==> src/rtl/serial_sub_defs.vh <==
// Shared state encodings for serial_sub_ctrl.
// Kept as macros so the values stay visible whether this file is
// preprocessed on its own or pulled in through the package.
`ifndef SERIAL_SUB_DEFS_VH
`define SERIAL_SUB_DEFS_VH
`define SS_IDLE 2'd0
`define SS_RUN  2'd1
`define SS_DONE 2'd2
`endif

==> src/rtl/serial_sub_ctrl_pkg.sv <==
// Package for the bit-serial subtractor: FSM state type and counter sizing.
`include "serial_sub_defs.vh"

package serial_sub_ctrl_pkg;

  typedef enum logic [1:0] {
    IDLE = `SS_IDLE,
    RUN  = `SS_RUN,
    DONE = `SS_DONE
  } state_t;

  // Bit counter width: ceil(log2(w)), at least one bit.
  function automatic int cnt_w(input int w);
    return (w > 2) ? $clog2(w) : 1;
  endfunction

endpackage

==> src/rtl/full_sub_1_bit.sv <==
// 1-bit full subtractor: x - y - cin.
// Ports: x, y, cin in; dif (difference bit), cout (borrow out).
module full_sub_1_bit (
  input  logic x,
  input  logic y,
  input  logic cin,
  output logic dif,
  output logic cout
);

  assign dif  = x ^ y ^ cin;
  assign cout = (~x & y) | (~(x ^ y) & cin);

endmodule

==> src/rtl/serial_sub_ctrl.sv <==
// Bit-serial unsigned subtractor, LSB first, one bit per clock.
// Ports:
//   clk, reset      : clock, synchronous active-high reset
//   start, a, b     : request and operands, sampled in IDLE
//   busy            : operation in progress (RUN)
//   done            : one-cycle result-valid pulse (DONE)
//   diff/borrow/zero: held result of the last completed operation
module serial_sub_ctrl
  import serial_sub_ctrl_pkg::*;
#(
  parameter int WIDTH = 8
) (
  input  logic             clk,
  input  logic             reset,
  input  logic             start,
  input  logic [WIDTH-1:0] a,
  input  logic [WIDTH-1:0] b,
  output logic             busy,
  output logic             done,
  output logic [WIDTH-1:0] diff,
  output logic             borrow,
  output logic             zero
);

  localparam int CW = cnt_w(WIDTH);
  localparam logic [CW-1:0] LAST = CW'(WIDTH - 1);

  state_t           state, nxt;
  logic [WIDTH-1:0] a_sh, b_sh, res_sh;
  logic [CW-1:0]    cnt;
  logic             brw;
  logic             fs_dif, fs_cout;
  logic [WIDTH-1:0] res_nxt;

  full_sub_1_bit u_fs (
    .x    (a_sh[0]),
    .y    (b_sh[0]),
    .cin  (brw),
    .dif  (fs_dif),
    .cout (fs_cout)
  );

  // Result after this edge's bit enters at the MSB.
  assign res_nxt = {fs_dif, res_sh[WIDTH-1:1]};

  assign busy = (state == RUN);
  assign done = (state == DONE);

  always_ff @(posedge clk) begin
    if (reset) state <= IDLE;
    else       state <= nxt;
  end

  always_comb begin
    nxt = state;
    case (state)
      IDLE:    if (start) nxt = RUN;
      RUN:     if (cnt == LAST) nxt = DONE;
      DONE:    nxt = IDLE;
      default: nxt = IDLE;
    endcase
  end

  always_ff @(posedge clk) begin
    if (reset) begin
      a_sh   <= '0;
      b_sh   <= '0;
      res_sh <= '0;
      cnt    <= '0;
      brw    <= 1'b0;
      diff   <= '0;
      borrow <= 1'b0;
      zero   <= 1'b1;
    end else begin
      case (state)
        IDLE: if (start) begin
          a_sh   <= a;
          b_sh   <= b;
          res_sh <= '0;
          cnt    <= '0;
          brw    <= 1'b0;
        end
        RUN: begin
          a_sh   <= a_sh >> 1;
          b_sh   <= b_sh >> 1;
          res_sh <= res_nxt;
          brw    <= fs_cout;
          // Counter parks at LAST instead of wrapping; reloaded on next accept.
          if (cnt != LAST) cnt <= cnt + 1'b1;
          else begin
            diff   <= res_nxt;
            borrow <= fs_cout;
            zero   <= (res_nxt == '0);
          end
        end
        default: ;
      endcase
    end
  end

endmodule
==> config.mk <==
export PLATFORM = sky130hd
export DESIGN_NAME = serial_sub_ctrl
export DESIGN_NICKNAME = d
export VERILOG_FILES = /design/src/rtl/serial_sub_ctrl_pkg.sv /design/src/rtl/full_sub_1_bit.sv /design/src/rtl/serial_sub_ctrl.sv
export VERILOG_INCLUDE_DIRS = /design/src /design/src/rtl
export SDC_FILE = /design/constraint.sdc
export NUM_CORES = 1
export LEC_CHECK = 0
export ABC_AREA = 1
export CORE_AREA = 2 2 56 58
export CTS_CLUSTER_SIZE = 40
export DETAILED_ROUTE_END_ITERATION = 8
export DIE_AREA = 0 0 58 60
export DONT_BUFFER_PORTS = 1
export PLACE_DENSITY = 0.72
export SLEW_MARGIN = 25
export SYNTH_ARGS = -nofsm -noshare
export SYNTH_HDL_FRONTEND = slang
export SYNTH_SLANG_ARGS = --single-unit
==> constraint.sdc <==
create_clock -name clk -period 3.8 [get_ports clk]
set_input_delay 0.38 -clock clk [delete_from_list [all_inputs] [get_ports clk]]
set_output_delay 0.38 -clock clk [all_outputs]
set_load 0.05 [all_outputs]
==> After elaboration in Yosys (flattened, before gate mapping) <==
Index checks and enable logic that the tools add are counted.
{ "op_classes": {"addsub": 1, "n_eq_ne": 7, "muxes": 14, "n_bitwise": 8, "reduce_logical": 7} }
{ "op_table": {"columns": ["cell", "n"], "rows": [
  ["8-bit one-hot mux with 2 select lines", 3],
  ["8-bit 2-to-1 mux", 3],
  ["8-bit zero test", 1],
  ["3-bit 2-to-1 mux", 2],
  ["3-bit one-hot mux with 2 select lines", 1],
  ["2-bit AND reduction", 3],
  ["2-bit 2-to-1 mux", 2],
  ["2-bit by 1-bit inequality test with 1-bit output (second input constant)", 2],
  ["2-bit one-hot mux with 2 select lines", 1],
  ["3-bit by 1-bit adder with 3-bit output (second input constant)", 1],
  ["3-bit == test (second input constant)", 1],
  ["3-bit inequality test (second input constant)", 1],
  ["1-bit NOT", 3],
  ["3-bit AND reduction", 1],
  ["1-bit AND", 2],
  ["2-bit by 1-bit == test with 1-bit output (second input constant)", 1],
  ["2-bit == test (second input constant)", 1],
  ["2-bit zero test", 1],
  ["2-bit inequality test (second input constant)", 1],
  ["1-bit one-hot mux with 2 select lines", 1],
  ["2-bit nonzero test", 1],
  ["1-bit bitwise XOR", 2],
  ["1-bit 2-to-1 mux", 1],
  ["1-bit bitwise OR", 1]
]} }
{ "totals": {"ff_bits": 40, "inputBits": 19, "out_inout_bits": 12, "elab_cells": 46} }

==> Depth between registers and ports, before layout <==
Gate-level depths: netlist (run 1).
{ "logic_depth": {"depth_word": 5, "ltp_mapped": 7, "depth_no_buf": 7} }

==> Modules after synthesis <==
A second synthesis (run 1) with hierarchy kept.
{ "hier_totals": {"cells_unflattened": 235, "hier_area_um2": 1676.6} }
{ "modules_own_cells": {"columns": ["module", "n_inst", "cells_each", "area_per_inst_um2", "seq_area_each_um2"], "rows": [
  ["serial_sub_ctrl", 1, 231, 1645.3, 780.7],
  ["full_sub_1_bit", 1, 4, 31.3, 0.0]
]} }

==> Worst setup path before layout (run 1) <==
No wires, ideal clock.
{ "synth_path": {"kind": "register -> output", "start": "reg state[1]", "end": "out done", "arrival_ns": 1.130, "required_time_ns": 3.420, "slack_ns": 2.290, "path_stages_with_launch": 3, "path_buffers": 0, "path_cell_list": "dfxtp_1 -> inv_1 -> nor2_1"} }
{ "synth_between": {"elab_chain_len": 1} }
{ "synth_lines": {"columns": ["element", "line", "text"], "rows": [
  ["from (decl)", "serial_sub_ctrl.sv:28", "state_t state, nxt;"],
  ["from (signal assigned)", "serial_sub_ctrl.sv:51", "else state <= nxt;"],
  ["2-bit == test", "serial_sub_ctrl.sv:47", "assign done = (state == DONE);"],
  ["to (decl)", "serial_sub_ctrl.sv:19", "output logic done,"]
]} }
No other way between the ends.

==> Final worst setup path (run 1) <==
{ "layout_path": {"start": "reg state[0]", "end": "reg zero"} }
{ "layout_between": {"elab_chain_len": 2} }
{ "layout_lines": {"columns": ["element", "line", "text"], "rows": [
  ["2-bit by 1-bit == test with 1-bit output", null, null],
  ["named net busy", "serial_sub_ctrl.sv:18", "output logic busy,"],
  ["2-bit AND reduction (no line)", null, null],
  ["to (signal assigned)", "serial_sub_ctrl.sv:93", "zero <= (res_nxt == '0);"],
  ["to (decl)", "serial_sub_ctrl.sv:22", "output logic zero"]
]} }
The timed path passes the listed nets, and every way through them passes these cells.
A chain may end at the register's enable or synchronous reset.

==> metrics.log, run 1 <==
[metrics] DRT met1 WL: ~1500 um
[metrics] post-layout util: 57.8%
[metrics] final cycle utilization of the critical path: between 50% and 60%
[metrics] count of final hold-check violations: 0
[metrics] post-synthesis register bit count: 39
[metrics] Layout Skew: 0.00943 ns
[metrics] fraction of final layout cells with drive strength greater than 1: ~4.8%
[metrics] async set-reset flop share out of synthesis: 0%
[metrics] residual DRC count: 0
[metrics] crit-path max FO: 25
[metrics] share of power burned in the clock network: 28.5%
[metrics] internal power contribution: about 0.52 mW
[metrics] combinational family with the most area after synthesis: simple AND/OR/NAND/NOR gates
[metrics] total length of routed met3 wires: between 150 and 200 um
[metrics] full die area: around 0.0035 mm^2
[metrics] simple-gate share of the synthesized area: about 33%
[metrics] multiplexer fraction of the synthesized cell area: 0%
[metrics] most used flip-flop cell after synthesis: sky130_fd_sc_hd__dfxtp_1
[metrics] number of buffers added on ports: 0
[metrics] netlist area before placement: around 0.0016 mm^2
[metrics] share of power burned in registers: between 60% and 70%
[metrics] number of global-route vias before repair: roughly 1200
[metrics] Required @ worst endpoint: roughly 4.1 ns
[metrics] Final setup viols: 0
[metrics] proportion of netlist area held by the largest area contributor: 47.9%
[metrics] first drt pass iteration count: 4
[metrics] number of distinct standard cells referenced by the synthesized netlist: 16
[metrics] via count of the routed design: ~1400
[metrics] Total Wirelength: 3010 um
[metrics] slew at the pin with the worst max-slew slack: 0.914 ns
[metrics] Inserted Clock Buffers: 5
[metrics] cell with the most instances on the worst path: sky130_fd_sc_hd__nand2_1
[metrics] Std-Cell Rows: 20
[metrics] WP data arrival: around 2.3 ns
[metrics] synthesized-area fraction occupied by ao, oa, aoi and oai cells: 10.7%
[metrics] leading post-synthesis cells by instance count: 78 x sky130_fd_sc_hd__nand2_1, 39 x sky130_fd_sc_hd__dfxtp_1, 37 x sky130_fd_sc_hd__nor2_1, 20 x sky130_fd_sc_hd__o21ai_0, 14 x sky130_fd_sc_hd__a21oi_1
[metrics] Clock Pin Slew Worst Setup and Hold Paths: between 0.1 and 0.15 ns
[metrics] CP top delay family: simple AND/OR/NAND/NOR gates
[metrics] kind of end point of the critical path: flop
[metrics] first-pass GRT wire length: a little over 5000 um
[metrics] Ys Warns: 0
[metrics] sum of negative setup slack: 0 ns
[metrics] xor and xnor fraction of the mapped netlist area: 0%
[metrics] width of the die: 58 um
[metrics] number of nets in the layout: between 200 and 300
[metrics] power spent charging and discharging nets: between 0.15 and 0.2 mW
[metrics] Max H-tree Level: 2
[metrics] hold crit path type: in -> reg
[metrics] Peak VDD IR: between 0.0002 and 0.0003 V
[metrics] buffer and inverter count on the worst path: 1
[metrics] net switching share of the total power: between 20% and 30%
[metrics] sequential fraction of the synthesis area: 47.9%
[metrics] stage delay of the slowest cell on the critical path: around 0.64 ns
[metrics] Worst setup SP type: flop
[metrics] Worst Hold Margin: around 0.087 ns
[metrics] reg-to-reg slack, setup: 1.78 ns
[metrics] buffer depth of the longest clock path: 2
[metrics] buffer cell driving the clock tree root: sky130_fd_sc_hd__clkbuf_4
[metrics] number of maximum-capacitance constraint violations: 0
[metrics] placeable core region: around 0.0029 mm^2
[metrics] f_max: between 400 and 500 MHz
[metrics] number of cells produced by synthesis: between 200 and 250
[metrics] Placement Setup Slack: 1.79 ns
[metrics] Mapped Avg Cell Area: around 7.0 um^2
[metrics] CTS tree: built
[metrics] status: finished, final reports clean
[metrics] leading cell type by number of instances after synthesis: sky130_fd_sc_hd__nand2_1
[metrics] hold-fix buffers at CTS: 0
[metrics] worst slew margin relative to its limit: between 30 and 40%
[metrics] Top Layer Used: met4
[metrics] GRT Overall Usage: between 10% and 20%
[metrics] global placement routability congestion: between 0.7 and 0.8
[metrics] Via density: just over 5
[metrics] Gates resized, CTS repair: 0
[metrics] height of the chip: about 60 um
[metrics] number of nets still failing antenna checks after routing: 0
[metrics] cell with the largest stage delay on the worst path: sky130_fd_sc_hd__nor2_4
[metrics] pin count of the biggest net entering global routing: 26
[metrics] HPWL reported at the end of detailed placement: roughly 2000 um
[metrics] Ant. Diodes: 0
[metrics] Area Overhead vs Synth: 2.99%
[metrics] EDFF count, synth: 0
[metrics] initial antenna violation count: 0
[metrics] top-level I/O count: 31
[metrics] CTS sink cnt: 39
[metrics] combinational share of power: between 10% and 20%
[metrics] setup repair after global routing missed its margin: no
[metrics] Clock Latency Late Sink: around 0.34 ns
[metrics] Min Clock Period, post-route: slightly above 2 ns
[metrics] number of slew-limit violations in the final report: 0
[metrics] cell type with the largest total area after synthesis: sky130_fd_sc_hd__dfxtp_1
[metrics] average wire per standard cell: 11.4 um
[metrics] post-synthesis adder-cell area fraction: under 10%
[metrics] Worst Slack Setup Final: 1.78 ns
[metrics] DR iter-0 viols: 56
[metrics] critical setup path kind: reg -> reg
[metrics] global route overflow: 0
[metrics] power per unit of standard cell area: 425 mW/mm^2
[metrics] synthesized net count: approximately 260
[metrics] initial core utilization: a little under three fifths
[metrics] Leakage: around 0.73 nW
[metrics] main area contributors after synthesis: sky130_fd_sc_hd__dfxtp_1 48%, sky130_fd_sc_hd__nand2_1 18%, sky130_fd_sc_hd__nor2_1 8.5%
[metrics] buffers inserted by post-CTS timing repair: 0
[metrics] worst path cell trace: inv_1, nor2_4, nand2_1, a21oi_1, nand2_1
[metrics] met2 wire len: about 1400 um
## through the flow
step / area [um^2] / std cells / power, mW
after floorplan: 1630 / 233 / 0.509
after global placement: 1630 / 256 / 0.519
after detailed placement: 1630 / 256 / 0.520
after CTS: 1680 / 264 / 0.719
after global routing: 1680 / 264 / 0.749
final: 1680 / 264 / 0.713
## cell families (layout without fill, tap and decap cells)
| family | Yosys count | count (layout) |
|---|---|---|
| compound gates | 35 | 35 |
| fa+ha+maj | 3 | 3 |
| buf+inv | 23 | 21 |
| flops | 39 | 39 |
| simple gates | 133 | 133 |
## flip-flops by register name (all words and copies together), names as in the netlist
signal and flops:
state 2, zero 1, a_sh 8, diff 8, b_sh 8, borrow 1
brw 1, cnt 3, res_sh 7
## final timing paths
check / from / to / cells after the start
worst max-delay path: state[0] / zero / 5
worst min register to register: a_sh[7] / a_sh[7] / 2
worst min-delay path: reset / res_sh[3] / 1
worst max register to register: state[0] / zero / 5
## cell type report
cell class                 count  area [um^2]
fill                         297         1220
sequential                    39          781
multi-input combinational    171          754
clock buffer                   7         45.0
inverter                      12         45.0
tap                           33         41.3
timing repair buffer           1         7.51
clock inverter                 1         5.00
## cell usage in the layout, fill, tap and decap left out
cell type	synthesis	routed
sky130_fd_sc_hd__clkbuf_1	4	2
sky130_fd_sc_hd__nor2_4	1	1
sky130_fd_sc_hd__nand2_1	78	78
sky130_fd_sc_hd__buf_4	0	1
sky130_fd_sc_hd__o21ai_1	1	1
sky130_fd_sc_hd__nand2_2	1	1
sky130_fd_sc_hd__nand3b_1	1	1
sky130_fd_sc_hd__dfxtp_1	39	39
sky130_fd_sc_hd__o21ai_0	20	20
sky130_fd_sc_hd__a21oi_1	14	14
sky130_fd_sc_hd__fa_1	1	1
sky130_fd_sc_hd__or2_2	2	2
sky130_fd_sc_hd__nand3_1	13	13
sky130_fd_sc_hd__clkinv_2	0	1
sky130_fd_sc_hd__inv_1	12	12
sky130_fd_sc_hd__ha_1	2	2
sky130_fd_sc_hd__clkbuf_4	0	5
sky130_fd_sc_hd__nor2_1	37	37
## worst register-to-register path: cells and delay by family (launching register included)
kind	cells	cell delay, ns
AND/OR/NAND/NOR	3	1.16
flip-flops	1	0.43
AO/OA/AOI/OAI	1	0.25
buffers and inverters	1	0.10
## layer usage
metal | global-route usage [%] | vias to the layer above
met5 | 0 | -
met4 | 9.97 | 0
met3 | 4.76 | 4
met2 | 32.6 | 29
met1 | 23.0 | 589
li1 | - | 730
## power by group through the flow
| stage | Combinational (mW) | Sequential, mW | Clock, mW |
|---|---|---|---|
| 2_1_floorplan | 0.0659 | 0.443 | 0 |
| 3_3_place_gp | 0.0748 | 0.444 | 0 |
| 3_5_place_dp | 0.0755 | 0.445 | 0 |
| 4_1_cts | 0.0755 | 0.436 | 0.208 |
| 5_1_grt | 0.0877 | 0.438 | 0.224 |
| 6_report | 0.0747 | 0.436 | 0.203 |
Power figures use the tool's default switching activity.
==> run 2, diff against run 1 <==
- clock period: 3.8 -> 2.11 ns (I/O delays scaled with it)
==> metrics.log, run 2 (synthesis results as in run 1) <==
[metrics] pin count of the biggest net entering global routing: 24
[metrics] Via density: 5.14
[metrics] GRT Overall Usage: 20.0%
[metrics] Max H-tree Level: 2
[metrics] Worst setup SP type: flop
[metrics] buffers inserted by post-CTS timing repair: 0
[metrics] first-pass GRT wire length: around 5200 um
[metrics] number of maximum-capacitance constraint violations: 0
[metrics] FF/Latch Area: a little under 800 um^2
[metrics] post-layout instance count excluding filler cells: 270
[metrics] setup repair after global routing missed its margin: no
[metrics] Clock Latency Late Sink: 0.35 ns
[metrics] number of global-route vias before repair: ~1200
[metrics] top-level I/O count: 31
[metrics] Total Power: approximately 1.3 mW
[metrics] Clock Pin Slew Worst Setup and Hold Paths: roughly 0.11 ns
[metrics] CTS sink cnt: 39
[metrics] hold crit path type: in -> reg
[metrics] worst reg2reg startpoint: state[0]
[metrics] f_max: around 590 MHz
[metrics] HPWL reported at the end of detailed placement: between 2000 and 2500 um
[metrics] critical setup path kind: reg -> out
[metrics] fraction of final layout cells with drive strength greater than 1: 6.33%
[metrics] Required @ worst endpoint: approximately 1.9 ns
[metrics] slew at the pin with the worst max-slew slack: 0.587 ns
[metrics] commonest cells after routing, fill and taps aside: 78 x sky130_fd_sc_hd__nand2_1, 39 x sky130_fd_sc_hd__dfxtp_1, 37 x sky130_fd_sc_hd__nor2_1, 20 x sky130_fd_sc_hd__o21ai_0, 14 x sky130_fd_sc_hd__a21oi_1
[metrics] Gates resized, CTS repair: 0
[metrics] placed cell count: 259
[metrics] global route overflow: 0
[metrics] final cycle utilization of the critical path: between 80% and 90%
[metrics] number of buffers added on ports: 0
[metrics] full die area: roughly 0.0035 mm^2
[metrics] WP data arrival: 1.49 ns
[metrics] average wire per standard cell: 11.4 um
[metrics] first drt pass iteration count: 5
[metrics] global placement routability congestion: ~0.75
[metrics] buffer and inverter count on the worst path: 2
[metrics] largest registers: a_sh (8), b_sh (8), diff (8)
[metrics] width of the die: 58 um
[metrics] kind of end point of the critical path: output port
[metrics] number of nets still failing antenna checks after routing: 0
[metrics] via count of the routed design: about 1400
[metrics] area taken by multi-input logic gates: about 750 um^2
[metrics] CP top delay family: buffers and inverters
[metrics] power per unit of standard cell area: around 750 mW/mm^2
[metrics] Leakage: 0.762 nW
[metrics] initial antenna violation count: 0
[metrics] count of final hold-check violations: 0
[metrics] Layout Skew: roughly 0.014 ns
[metrics] Total Wirelength: between 3000 and 4000 um
[metrics] buffer depth of the longest clock path: 2
[metrics] Placement Setup Slack: approximately 0.54 ns
[metrics] filler instances: 282
[metrics] number of nets in the layout: between 200 and 300
[metrics] worst path cell trace: inv_1, nor2_4, buf_4
[metrics] cell with the largest stage delay on the worst path: sky130_fd_sc_hd__dfxtp_1
[metrics] placeable core region: 0.00290 mm^2
[metrics] height of the chip: about 60 um
[metrics] startpoint of the lowest-slack hold path: a[5]
[metrics] initial core utilization: a little under three fifths
[metrics] Worst Slack Setup Final: between 0.4 and 0.5 ns
[metrics] residual DRC count: 0
[metrics] Std-Cell Rows: 20
[metrics] DR iter-0 viols: 58
[metrics] launching instance or port of the critical path: state[0]
[metrics] Area Overhead vs Synth: 6.45%
[metrics] buffer cell driving the clock tree root: sky130_fd_sc_hd__clkbuf_4
[metrics] stage delay of the slowest cell on the critical path: between 0.4 and 0.5 ns
[metrics] number of slew-limit violations in the final report: 0
[metrics] Final setup viols: 0
[metrics] worst slew margin relative to its limit: approximately three fifths
[metrics] Peak VDD IR: 0.000555 V
[metrics] sum of negative setup slack: 0 ns
[metrics] Inserted Clock Buffers: 5
[metrics] most common cell after layout, fill and taps aside: sky130_fd_sc_hd__nand2_1
[metrics] CTS tree: built
[metrics] crit-path max FO: 15
[metrics] status: finished, final reports clean
[metrics] Min Clock Period, post-route: between 1.5 and 2 ns
[metrics] Ant. Diodes: 0
run 2: what timing repair did:
| item | 4_1_cts | 5_1_grt |
|---|---|---|
| endpoints found under the setup margin | 0 | 0 |
| hold endpoints to repair | 15 | 0 |
| hold buffers | 3 | 0 |
run 2: power by group:
| part | internal (mW) | switching, mW |
|---|---|---|
| clock | 0.129 | 0.245 |
| combinational | 0.0509 | 0.0941 |
| sequential | 0.768 | 0.0170 |
| total | 0.947 | 0.356 |
run 2: metrics by stage:
stage	area [um^2]	util, %	hold slack [ns]
2_1_floorplan	1630	-	0.354
3_3_place_gp	1650	56.9	0.282
3_5_place_dp	1650	56.9	0.284
4_1_cts	1740	59.8	0.0657
5_1_grt	1740	59.8	0.0758
6_report	1740	59.8	0.0727
run 2: worst register-to-register path: cells and delay by family, from the launching register on:
kind	cells	cell delay [ns]
buffers and inverters	1	0.10
DFF	1	0.43
and+or+nand+nor	5	0.96
run 2: area by class of cell:
cell class / instances / share of cell area, %
clock buffer: 6 / 2.38
inverter: 12 / 2.60
sequential: 39 / 45.0
clock inverter: 2 / 0.721
timing repair buffer: 7 / 3.46
multi-input combinational: 171 / 43.5
tap: 33 / 2.38
run 2: routing by layer:
metal | track usage [%] | up-vias | part of all wire [%]
li1 | - | 735 | -
met1 | 24.7 | 617 | 48
met2 | 32.8 | 30 | 46
met3 | 4.55 | 7 | 4.6
met4 | 9.97 | 0 | 1.8
met5 | 0 | - | 0
run 2: path summary, 6_finish.rpt:
check | to | slack (ns) | cells past startpoint
worst max-delay path | busy | 0.41 | 3
worst min-delay path | a_sh[5] | 0.07 | 4
worst max register to register | cnt[0] | 0.55 | 6
worst min register to register | brw | 0.47 | 2
==> run 3, diff against run 2 <==
- ABC_AREA: 1 -> 0
- CORE_AREA: 2 2 56 58 -> 2 2 58 60
- DIE_AREA: 0 0 58 60 -> 0 0 60 62
- PLACE_DENSITY: 0.72 -> 0.73
- clock period: 2.11 -> 1.8 ns (I/O delays scaled with it)
==> metrics.log, run 3 <==
[metrics] f_max: 620 MHz
[metrics] power per unit of standard cell area: between 800 and 900 mW/mm^2
[metrics] buffer depth of the longest clock path: 2
[metrics] placeable core region: 0.00318 mm^2
[metrics] proportion of netlist area held by the largest area contributor: between 40 and 50%
[metrics] Inserted Clock Buffers: 5
[metrics] Via density: 5.46
[metrics] top-level I/O count: 31
[metrics] net switching share of the total power: a little over a quarter
[metrics] number of slew-limit violations in the final report: 0
[metrics] status: finished, final reports clean
[metrics] leading cell type by number of instances after synthesis: sky130_fd_sc_hd__dfxtp_1
[metrics] worst slew margin relative to its limit: 64.6%
[metrics] most common cell after layout, fill and taps aside: sky130_fd_sc_hd__dfxtp_1
[metrics] DR iter-0 viols: 27
[metrics] number of global-route vias before repair: ~1100
[metrics] Min Clock Period, post-route: 1.61 ns
[metrics] share of power burned in registers: between 50% and 60%
[metrics] critical setup path kind: reg -> out
[metrics] crit-path max FO: 10
[metrics] WP data arrival: ~1.4 ns
[metrics] number of cells produced by synthesis: around 180
[metrics] slew at the pin with the worst max-slew slack: 0.530 ns
[metrics] average wire per standard cell: roughly 14 um
[metrics] leading post-synthesis cells by instance count: 39 x sky130_fd_sc_hd__dfxtp_1, 20 x sky130_fd_sc_hd__nand2_1, 19 x sky130_fd_sc_hd__nor2_1, 15 x sky130_fd_sc_hd__a211oi_2, 14 x sky130_fd_sc_hd__mux2i_1
[metrics] main area contributors after synthesis: sky130_fd_sc_hd__dfxtp_1 44%, sky130_fd_sc_hd__a211oi_2 11%, sky130_fd_sc_hd__mux2i_1 7.9%
[metrics] setup repair after global routing missed its margin: no
[metrics] cell with the most instances on the worst path: sky130_fd_sc_hd__buf_4
[metrics] initial core utilization: between 50% and 60%
[metrics] share of power burned in the clock network: between 20 and 30%
[metrics] CP top delay family: flip-flops
[metrics] Register-to-Register Path Depth: 5
[metrics] global placement routability congestion: 0.794
[metrics] worst reg2reg startpoint: cnt[1]
[metrics] GRT Overall Usage: around 18%
[metrics] Std-Cell Rows: 21
[metrics] first-pass GRT wire length: just under 5000 um
[metrics] buffer and inverter count on the worst path: 2
[metrics] combinational share of power: approximately 14%
[metrics] pin count of the biggest net entering global routing: 38
[metrics] HPWL reported at the end of detailed placement: between 2000 and 2500 um
[metrics] hold-critical path depth: 2
[metrics] startpoint of the lowest-slack hold path: start
[metrics] reg-to-reg endpoint: borrow
[metrics] Ant. Diodes: 0
[metrics] Worst setup SP type: flop
[metrics] number of nets in the layout: 200
[metrics] Max H-tree Level: 2
[metrics] commonest cells after routing, fill and taps aside: 39 x sky130_fd_sc_hd__dfxtp_1, 20 x sky130_fd_sc_hd__nand2_1, 19 x sky130_fd_sc_hd__nor2_1, 15 x sky130_fd_sc_hd__a211oi_2, 14 x sky130_fd_sc_hd__mux2i_1
[metrics] CTS sink cnt: 39
[metrics] number of buffers added on ports: 0
[metrics] fraction of final layout cells with drive strength greater than 1: 21.8%
[metrics] Clock Latency Late Sink: 0.34 ns
[metrics] internal power contribution: approximately 1.2 mW
[metrics] cell type with the largest total area after synthesis: sky130_fd_sc_hd__dfxtp_1
[metrics] Total Wirelength: 3060 um
[metrics] sequential fraction of the synthesis area: between 40% and 50%
[metrics] via count of the routed design: about 1200
[metrics] Area Overhead vs Synth: 4.81%
[metrics] full die area: 0.00372 mm^2
[metrics] Mapped Avg Cell Area: around 10 um^2
[metrics] Peak VDD IR: about 0.00046 V
[metrics] Leakage: 0.664 nW
[metrics] residual DRC count: 0
[metrics] Layout Skew: around 0.011 ns
[metrics] kind of end point of the critical path: output port
[metrics] hold crit path type: in -> reg
[metrics] buffer cell driving the clock tree root: sky130_fd_sc_hd__clkbuf_4
[metrics] Clock Pin Slew Worst Setup and Hold Paths: 0.11 ns
[metrics] power spent charging and discharging nets: about 0.43 mW
[metrics] worst path cell trace: nor2b_1, buf_4, buf_4
[metrics] most used flip-flop cell after synthesis: sky130_fd_sc_hd__dfxtp_1
[metrics] global route overflow: 0
[metrics] summed area of non-filler cells in the final layout: 0.00185 mm^2
[metrics] number of nets still failing antenna checks after routing: 0
[metrics] first drt pass iteration count: 4
[metrics] initial antenna violation count: 0
[metrics] height of the chip: between 60 and 70 um
[metrics] Levels on crit path: 3
[metrics] number of maximum-capacitance constraint violations: 0
[metrics] Ys Warns: 0
[metrics] Required @ worst endpoint: around 1.6 ns
[metrics] reg-to-reg slack, setup: between 0.3 and 0.4 ns
[metrics] count of final hold-check violations: 0
[metrics] width of the die: approximately 60 um
[metrics] synthesized net count: roughly 200
[metrics] sum of negative setup slack: 0 ns
[metrics] EDFF count, synth: 0
[metrics] cell with the largest stage delay on the worst path: sky130_fd_sc_hd__dfxtp_1
[metrics] largest registers: a_sh (8), b_sh (8), diff (8)
[metrics] hold endpoint: b_sh[7]
[metrics] post-synthesis register bit count: 39
[metrics] final cycle utilization of the critical path: between 80% and 90%
[metrics] number of distinct standard cells referenced by the synthesized netlist: 30
[metrics] CTS tree: built
[metrics] netlist area before placement: 0.00177 mm^2
[metrics] async set-reset flop share out of synthesis: 0%
[metrics] Placed Instance Area: between 0.0015 and 0.002 mm^2
[metrics] Final setup viols: 0
[metrics] stage delay of the slowest cell on the critical path: ~0.52 ns
[run 3: layout make-up]
class                   instances  area (um^2)
clock buffers                   6         41.3
inverters                       4         15.0
repair buffers                  9         97.6
flip-flops and latches         39          781
fillers                       278         1330
well taps                      46         57.6
clock inverters                 2         12.5
multi-input cells             119          850
[run 3: repair_timing]
action	4_1_cts	5_1_grt
setup buffers	0	0
endpoints found under the hold margin	37	1
gates resized for setup	0	0
hold buffers	2	1
[run 3: power groups by stage]
stage / sequential [mW] / combinational, mW / clock [mW]
after floorplan: 0.940 / 0.209 / 0
after global placement: 0.948 / 0.193 / 0
after detailed placement: 0.950 / 0.201 / 0
after CTS: 0.931 / 0.222 / 0.445
after global routing: 0.935 / 0.242 / 0.478
final: 0.930 / 0.222 / 0.432
[run 3: metrics by stage]
stage	utilization (%)	std cells	worst slack, ns	total power [mW]	hold slack, ns
3_5_place_dp	55.4	214	0.308	1.15	0.250
5_1_grt	58.3	225	0.0815	1.66	0.00940
6_report	58.3	225	0.187	1.58	0.0160
3_3_place_gp	55.4	214	0.337	1.14	0.250
4_1_cts	58.0	224	0.174	1.60	0.000430
2_1_floorplan	-	175	0.234	1.15	0.353
[run 3: kinds of logic (layout without fill, tap and decap cells)]
| logic type | count (synthesis) | in the layout | synth area share (%) |
|---|---|---|---|
| muxes | 14 | 14 | 7.92 |
| adders and majority gates | 3 | 3 | 2.55 |
| DFF | 39 | 39 | 44.1 |
| buffers and inverters | 17 | 21 | 7.85 |
| AOI/OAI and AO/OA | 42 | 42 | 20.4 |
| and+or+nand+nor | 60 | 60 | 17.2 |
[run 3: how the worst max path moves through the flow]
stage	start	to	slack [ns]
after global placement	b_sh[0]	zero	0.34
after global routing	state[0]	busy	0.08
after floorplan	state[0]	done	0.23
after detailed placement	cnt[1]	borrow	0.31
final	state[0]	busy	0.19
after CTS	state[0]	done	0.17
[run 3: per-layer routing]
layer  global-route usage (%)  vias up  wire (um)
met2                     30.7       29       1520
met4                     8.57        0         55
li1                         -      616          -
met1                     20.3      577       1320
met3                     4.76        7        162
met5                        0        -          0
